**src/rtl/bin2bcd_seq.sv**
```systemverilog
// bin2bcd_seq: sequential binary-to-BCD converter using double-dabble, one
// bit per clock. It supports signed or unsigned input, sticky overflow and
// optional leading-zero blanking. Its sign and blank codes match the
// seven-segment drivers: 4'hA = minus, 4'hF = blank.
//
// Ports:
//   clk      rising-edge clock
//   rst_n    asynchronous active-low reset
//   start    request a conversion (accepted only while ready=1)
//   sgn      treat bin as two's complement (sampled with start)
//   blank    blank leading zero digits with 4'hF (sampled with start)
//   bin      binary value to convert (sampled with start)
//   ready    idle, can accept start
//   valid    one-cycle pulse: bcd/bcd_sgn/ovf updated
//   bcd      result digits, most significant digit in the top nibble
//   bcd_sgn  4'hA when the result is negative, else 4'hF
//   ovf      magnitude exceeded 10^digits-1; bcd holds value mod 10^digits
module bin2bcd_seq #(
  parameter int width  = 16,
  parameter int digits = 5
) (
  input  logic                  clk,
  input  logic                  rst_n,
  input  logic                  start,
  input  logic                  sgn,
  input  logic                  blank,
  input  logic [width-1:0]      bin,
  output logic                  ready,
  output logic                  valid,
  output logic [digits*4-1:0]   bcd,
  output logic [3:0]            bcd_sgn,
  output logic                  ovf
);

  localparam int BW = digits * 4;
  localparam int CW = $clog2(width + 1);

  typedef enum logic [1:0] {
    IDLE  = 2'd0,
    SHIFT = 2'd1,
    FIN   = 2'd2
  } state_e;

  state_e           state_q, state_d;
  logic [width-1:0] mag_q, mag_d;
  logic             neg_q, neg_d;
  logic             blank_q, blank_d;
  logic [BW-1:0]    work_q, work_d;
  logic             sticky_q, sticky_d;
  logic [CW-1:0]    cnt_q, cnt_d;
  logic [BW-1:0]    bcd_q, bcd_d;
  logic [3:0]       bcd_sgn_q, bcd_sgn_d;
  logic             ovf_q, ovf_d;
  logic             valid_q, valid_d;
  logic             ready_q, ready_d;
  logic [BW-1:0]    adj;

  // Add 3 to every nibble that is 5 or more, so the following left shift
  // carries correctly into the next decimal digit.
  function automatic logic [BW-1:0] dabble_adj(input logic [BW-1:0] v);
    logic [BW-1:0] r;
    r = v;
    for (int i = 0; i < digits; i++) begin
      if (v[i*4 +: 4] >= 4'd5) begin
        r[i*4 +: 4] = v[i*4 +: 4] + 4'd3;
      end else begin
        r[i*4 +: 4] = v[i*4 +: 4];
      end
    end
    return r;
  endfunction

  // Replace zero nibbles above the most significant nonzero nibble with
  // 4'hF. Nibble 0 always shows, so zero displays as a single "0".
  function automatic logic [BW-1:0] blank_lz(input logic [BW-1:0] v);
    logic [BW-1:0] r;
    logic          seen;
    r    = v;
    seen = 1'b0;
    for (int i = digits - 1; i > 0; i--) begin
      if (v[i*4 +: 4] != 4'd0) begin
        seen = 1'b1;
      end else if (!seen) begin
        r[i*4 +: 4] = 4'hF;
      end else begin
        r[i*4 +: 4] = v[i*4 +: 4];
      end
    end
    return r;
  endfunction

  // Next-state and datapath logic for the IDLE/SHIFT/FIN sequencer.
  always_comb begin
    state_d   = state_q;
    mag_d     = mag_q;
    neg_d     = neg_q;
    blank_d   = blank_q;
    work_d    = work_q;
    sticky_d  = sticky_q;
    cnt_d     = cnt_q;
    bcd_d     = bcd_q;
    bcd_sgn_d = bcd_sgn_q;
    ovf_d     = ovf_q;
    valid_d   = 1'b0;
    adj       = dabble_adj(work_q);

    case (state_q)
      IDLE: begin
        if (start) begin
          neg_d    = sgn & bin[width-1];
          // Two's-complement negate; the most negative value maps onto
          // itself, which read as unsigned is the correct magnitude.
          mag_d    = (sgn & bin[width-1]) ? (~bin + {{(width-1){1'b0}}, 1'b1}) : bin;
          blank_d  = blank;
          work_d   = {BW{1'b0}};
          sticky_d = 1'b0;
          cnt_d    = CW'(width);
          state_d  = SHIFT;
        end else begin
          state_d  = IDLE;
        end
      end
      SHIFT: begin
        // A 1 leaving the top nibble means a decimal digit beyond 'digits'.
        sticky_d = sticky_q | adj[BW-1];
        work_d   = {adj[BW-2:0], mag_q[width-1]};
        mag_d    = {mag_q[width-2:0], 1'b0};
        cnt_d    = cnt_q - CW'(1);
        if (cnt_q == CW'(1)) begin
          state_d = FIN;
        end else begin
          state_d = SHIFT;
        end
      end
      FIN: begin
        bcd_d     = blank_q ? blank_lz(work_q) : work_q;
        bcd_sgn_d = neg_q ? 4'hA : 4'hF;
        ovf_d     = sticky_q;
        valid_d   = 1'b1;
        state_d   = IDLE;
      end
      default: begin
        state_d = IDLE;
      end
    endcase

    ready_d = (state_d == IDLE);
  end

  // State and output registers; reset forces the idle, cleared condition.
  always_ff @(posedge clk or negedge rst_n) begin
    if (!rst_n) begin
      state_q   <= IDLE;
      mag_q     <= {width{1'b0}};
      neg_q     <= 1'b0;
      blank_q   <= 1'b0;
      work_q    <= {BW{1'b0}};
      sticky_q  <= 1'b0;
      cnt_q     <= {CW{1'b0}};
      bcd_q     <= {BW{1'b0}};
      bcd_sgn_q <= 4'hF;
      ovf_q     <= 1'b0;
      valid_q   <= 1'b0;
      ready_q   <= 1'b1;
    end else begin
      state_q   <= state_d;
      mag_q     <= mag_d;
      neg_q     <= neg_d;
      blank_q   <= blank_d;
      work_q    <= work_d;
      sticky_q  <= sticky_d;
      cnt_q     <= cnt_d;
      bcd_q     <= bcd_d;
      bcd_sgn_q <= bcd_sgn_d;
      ovf_q     <= ovf_d;
      valid_q   <= valid_d;
      ready_q   <= ready_d;
    end
  end

  assign ready   = ready_q;
  assign valid   = valid_q;
  assign bcd     = bcd_q;
  assign bcd_sgn = bcd_sgn_q;
  assign ovf     = ovf_q;

endmodule

```
**config.mk**
```make
export PLATFORM = sky130hd
export DESIGN_NAME = bin2bcd_seq
export DESIGN_NICKNAME = d
export VERILOG_FILES = /design/src/rtl/bin2bcd_seq.sv
export SDC_FILE = /design/constraint.sdc
export NUM_CORES = 1
export LEC_CHECK = 0
export CELL_PAD_IN_SITES_DETAIL_PLACEMENT = 1
export CELL_PAD_IN_SITES_GLOBAL_PLACEMENT = 1
export CORE_MARGIN = 4
export CORE_UTILIZATION = 39
export CTS_CLUSTER_DIAMETER = 120
export CTS_CLUSTER_SIZE = 25
export DETAILED_ROUTE_END_ITERATION = 8
export PLACE_DENSITY = 0.82
export SETUP_SLACK_MARGIN = 0.4
export SLEW_MARGIN = 20
export SYNTH_ARGS = -nofsm -noshare
export SYNTH_HDL_FRONTEND = slang
export SYNTH_SLANG_ARGS = --single-unit
```
**constraint.sdc**
```tcl
create_clock -name clk -period 1.8 [get_ports clk]
set_input_delay 0.36 -clock clk [delete_from_list [all_inputs] [get_ports clk]]
set_output_delay 0.36 -clock clk [all_outputs]
set_load 0.05 [all_outputs]
```
==> summary.md, run 1 <==
| Metric | Value |
|---|---|
| CTS tree | `built` |
| Clock power share | `0.155` |
| Clk slew on worst S/H paths | `0.08 ns` |
| Synthesized cell area | `3567 µm²` |
| Crit. Startpoint | `work_q[12]` |
| Startpoint Class | `flop` |
| Port bufs | `45` |
| Congestion Overflow GR | `0` |
| Core area | `8806 µm²` |
| Synthesis-stage register bit count | `70` |
| Yosys top cell by area | `dfrtp_1` |
| Initial antenna violation count | `0` |
| Ys Warns | `0` |
| Rows | `34` |
| CTS Buffer Depth | `2` |
| Vias in the first global route | `3621` |
| Largest net degree at the start of global routing | `71` |
| Cell variety after synth | `51` |
| Post-route cell area | `5446 µm²` |
| Fin util | `0.6185` |
| Worst Path Required | `2.09 ns` |
| Critical Path Sink Type | `flop` |
| Top FF cell, synth | `dfrtp_1` |
| Final Slew Violations | `0` |
| Synth Instances | `346` |
| CP max stage cell | `dfrtp_1` |
| Die Y-Extent | `103.6 µm` |
| Seq/Total Area, Yosys | `0.4918` |
| Sw Ratio | `0.4165` |
| Antenna viol nets, final | `0` |
| Fin nets | `511` |
| Reg-to-reg slack, setup | `0.12 ns` |
| HPWL after detailed placement | `6802 µm` |
| Part of the power in registers | `0.298` |
| CTS Root Cell | `clkbuf_8` |
| Final Critical Period | `1.682 ns` |
| Post-synth EDFFs | `0` |
| Overall Global Routing Usage | `0.2078` |
| LEAKAGE | `2.482 nW` |
| Total Wirelength | `11370 µm` |
| First-pass GRT wire length | `18440 µm` |
| Hold WS | `0.03721 ns` |
| Top Ports | `48` |
| Total CTS buffers | `9` |
| Hold WC Path Type | `in2async` |
| Die area | `10740 µm²` |
| Hold Fails Final Rpt | `0` |
| Async S/R FF share, synth | `1.000` |
| Skew final | `0.01091 ns` |
| Synth area leaders | `dfrtp_1, ha_1, o21ai_0` |
| DR WL/cell | `19.36 µm` |
| Worst path depth | `7` |
| Sinks on Clock Net | `70` |
| CP Max Fanout | `4` |
| H-tree depth | `3` |
| Worst r2r src | `work_q[12]` |
| Combinational Power Share | `0.547` |
| Antenna diode count | `0` |
| Residual DRC count | `0` |
| Maximum vdd drop | `547.7 µV` |
| Design Power | `9.407 mW` |
| Synthesis-to-layout area growth | `52.68%` |
| Reg-to-Reg End | `bcd[6]` |
| CP bufs+invs | `2` |
| Placed Area | `4537 µm²` |
| Vias/cell | `5.513` |
| Most frequent cell after synthesis | `dfrtp_1` |
| Maximum clock frequency | `594.6 MHz` |
| Net switching power | `3.918 mW` |
| Top cells by count, synth | `dfrtp_1, nand2_1, o21ai_0` |
| Cells along the critical path | `inv_2, ha_1, nor3b_4, nand4_1, o41ai_2, buf_4, o22a_1` |
| Power density over the cells | `1727 nW/µm²` |
| WS Path Type | `reg2reg` |
| Post-synth top area share | `0.4770` |
| Mean area per synthesized cell | `10.31 µm²` |
| Clk_lat worst skew | `0.35 ns` |
| Final period util | `0.9344` |
| Critical path's top delay family | `flip-flops` |
| Initial DRC Count | `127` |
| Pint | `5.488 mW` |
| Iteration count of the initial detailed-routing pass | `4` |
| Max Cap Violations | `0` |
| CP endpoint | `bcd[6]` |
| Fraction of layout cells with a size suffix above 1 | `0.4635` |
| Worst Reg-to-Reg Cells | `7` |
| Setup violators final | `0` |
| Slowest stage delay, CP | `0.42 ns` |
| Die X | `103.6 µm` |
| Worst path arrival time | `1.97 ns` |
| Placer Congestion | `0.8095` |
| RSZ-0062 raised after global routing | `true` |
| Vias post-DR | `3236` |
| Outcome | `completed` |
| Initial core utilization | `0.4051` |
sequential cells by signal, indices dropped and copies added, names as in the netlist:
register	count
sticky_q	1
cnt_q	5
ready	1
bcd_sgn	1
neg_q	1
bcd	20
state_q	2
work_q	20
ovf	1
mag_q	16
blank_q	1
valid	1
worst min-delay path by stage:
| stage | start | endpoint | slack (ns) | cells past startpoint |
|---|---|---|---|---|
| finish | rst_n | work_q[17] | 0.04 | 2 |
| global route | rst_n | work_q[17] | 0.05 | 2 |
| CTS | rst_n | work_q[17] | 0.04 | 2 |
| detailed placement | rst_n | bcd[17] | 0.41 | 2 |
| global placement | rst_n | bcd[16] | 0.41 | 2 |
| floorplan | rst_n | bcd[0] | 0.06 | 0 |
kinds of logic after synthesis:
logic type | synth area share
muxes | 0.02876
AOI/OAI and AO/OA | 0.2010
DFF | 0.4918
buffers and inverters | 0.04314
other | 0.001051
xor gates and xnor gates | 0.04174
and+or+nand+nor | 0.1364
adders and majority gates | 0.05612
timing repair:
action | in CTS | in global routing
gates resized for setup | 83 | 72
hold buffers | 0 | 0
buffers inserted | 23 | 13
endpoints found under the setup margin | 54 | 57
pin swaps | 21 | 26
gates cloned | 0 | 0
layer usage:
metal / vias to the layer above / track usage / share of wire / wire length [µm]
li1: 1516 / - / - / -
met1: 1648 / 0.2428 / 0.41 / 4640
met2: 59 / 0.3953 / 0.55 / 6239
met3: 13 / 0.02923 / 0.031 / 347
met4: 0 / 0.05698 / 0.012 / 139
met5: - / 0 / 0 / 0
power groups by stage:
stage / combinational (mW) / clock (mW) / sequential (mW)
floorplan: 1.91 / 0 / 3.20
global placement: 3.55 / 0 / 2.66
detailed placement: 3.76 / 0 / 2.71
CTS: 4.49 / 1.48 / 2.73
global route: 5.54 / 1.56 / 2.88
finish: 5.14 / 1.46 / 2.81
stage by stage:
| step | cells | setup WS [ns] | TNS (ns) |
|---|---|---|---|
| after detailed placement | 535 | -0.3872 | -1.779 |
| after global placement | 535 | -0.3011 | -1.091 |
| after global routing | 587 | 0.01187 | 0 |
| after floorplan | 347 | 0.1682 | 0 |
| after CTS | 574 | 0.1446 | 0 |
| final | 587 | 0.1181 | 0 |
cells in the final DEF (no fill, tap or decap), drive strengths merged, types with 3 or more instances in the layout:
| master | n |
|---|---|
| clkdlybuf4s50 | 5 |
| o31ai | 5 |
| buf | 120 |
| mux2i | 8 |
| nand3 | 9 |
| inv | 21 |
| clkbuf | 15 |
| o22a | 12 |
| nand2b | 6 |
| nor4 | 4 |
| clkdlybuf4s15 | 3 |
| a22oi | 12 |
| dfrtp | 68 |
| a31oi | 5 |
| xor2 | 3 |
| and2 | 4 |
| nor3b | 5 |
| a22o | 4 |
| nand4 | 3 |
| xnor2 | 14 |
| o22ai | 12 |
| a32o | 5 |
| ha | 16 |
| nor3 | 9 |
| nand2 | 33 |
| o21ai | 27 |
| nor2 | 10 |
| a21oi | 13 |
layout make-up:
type                    instances  area, µm²
inverters                      19      76.32
clock inverters                 6      92.59
well taps                     108      135.1
fillers                       939       3359
clock buffers                  10      137.6
flip-flops and latches         70       1757
repair buffers                134       1186
multi-input cells             240       2062
Power figures use the tool's default switching activity.
==> inputs of run 2 (changes only) <==
--- a/config.mk
+++ b/config.mk
@@ -5,6 +5,7 @@
 export SDC_FILE = /design/constraint.sdc
 export NUM_CORES = 1
 export LEC_CHECK = 0
+export CAP_MARGIN = 20
 export CELL_PAD_IN_SITES_DETAIL_PLACEMENT = 1
 export CELL_PAD_IN_SITES_GLOBAL_PLACEMENT = 1
 export CORE_MARGIN = 4
==> results of run 2 <==
Same layout as run 1: the final DEF is identical, and so are final timing and power.
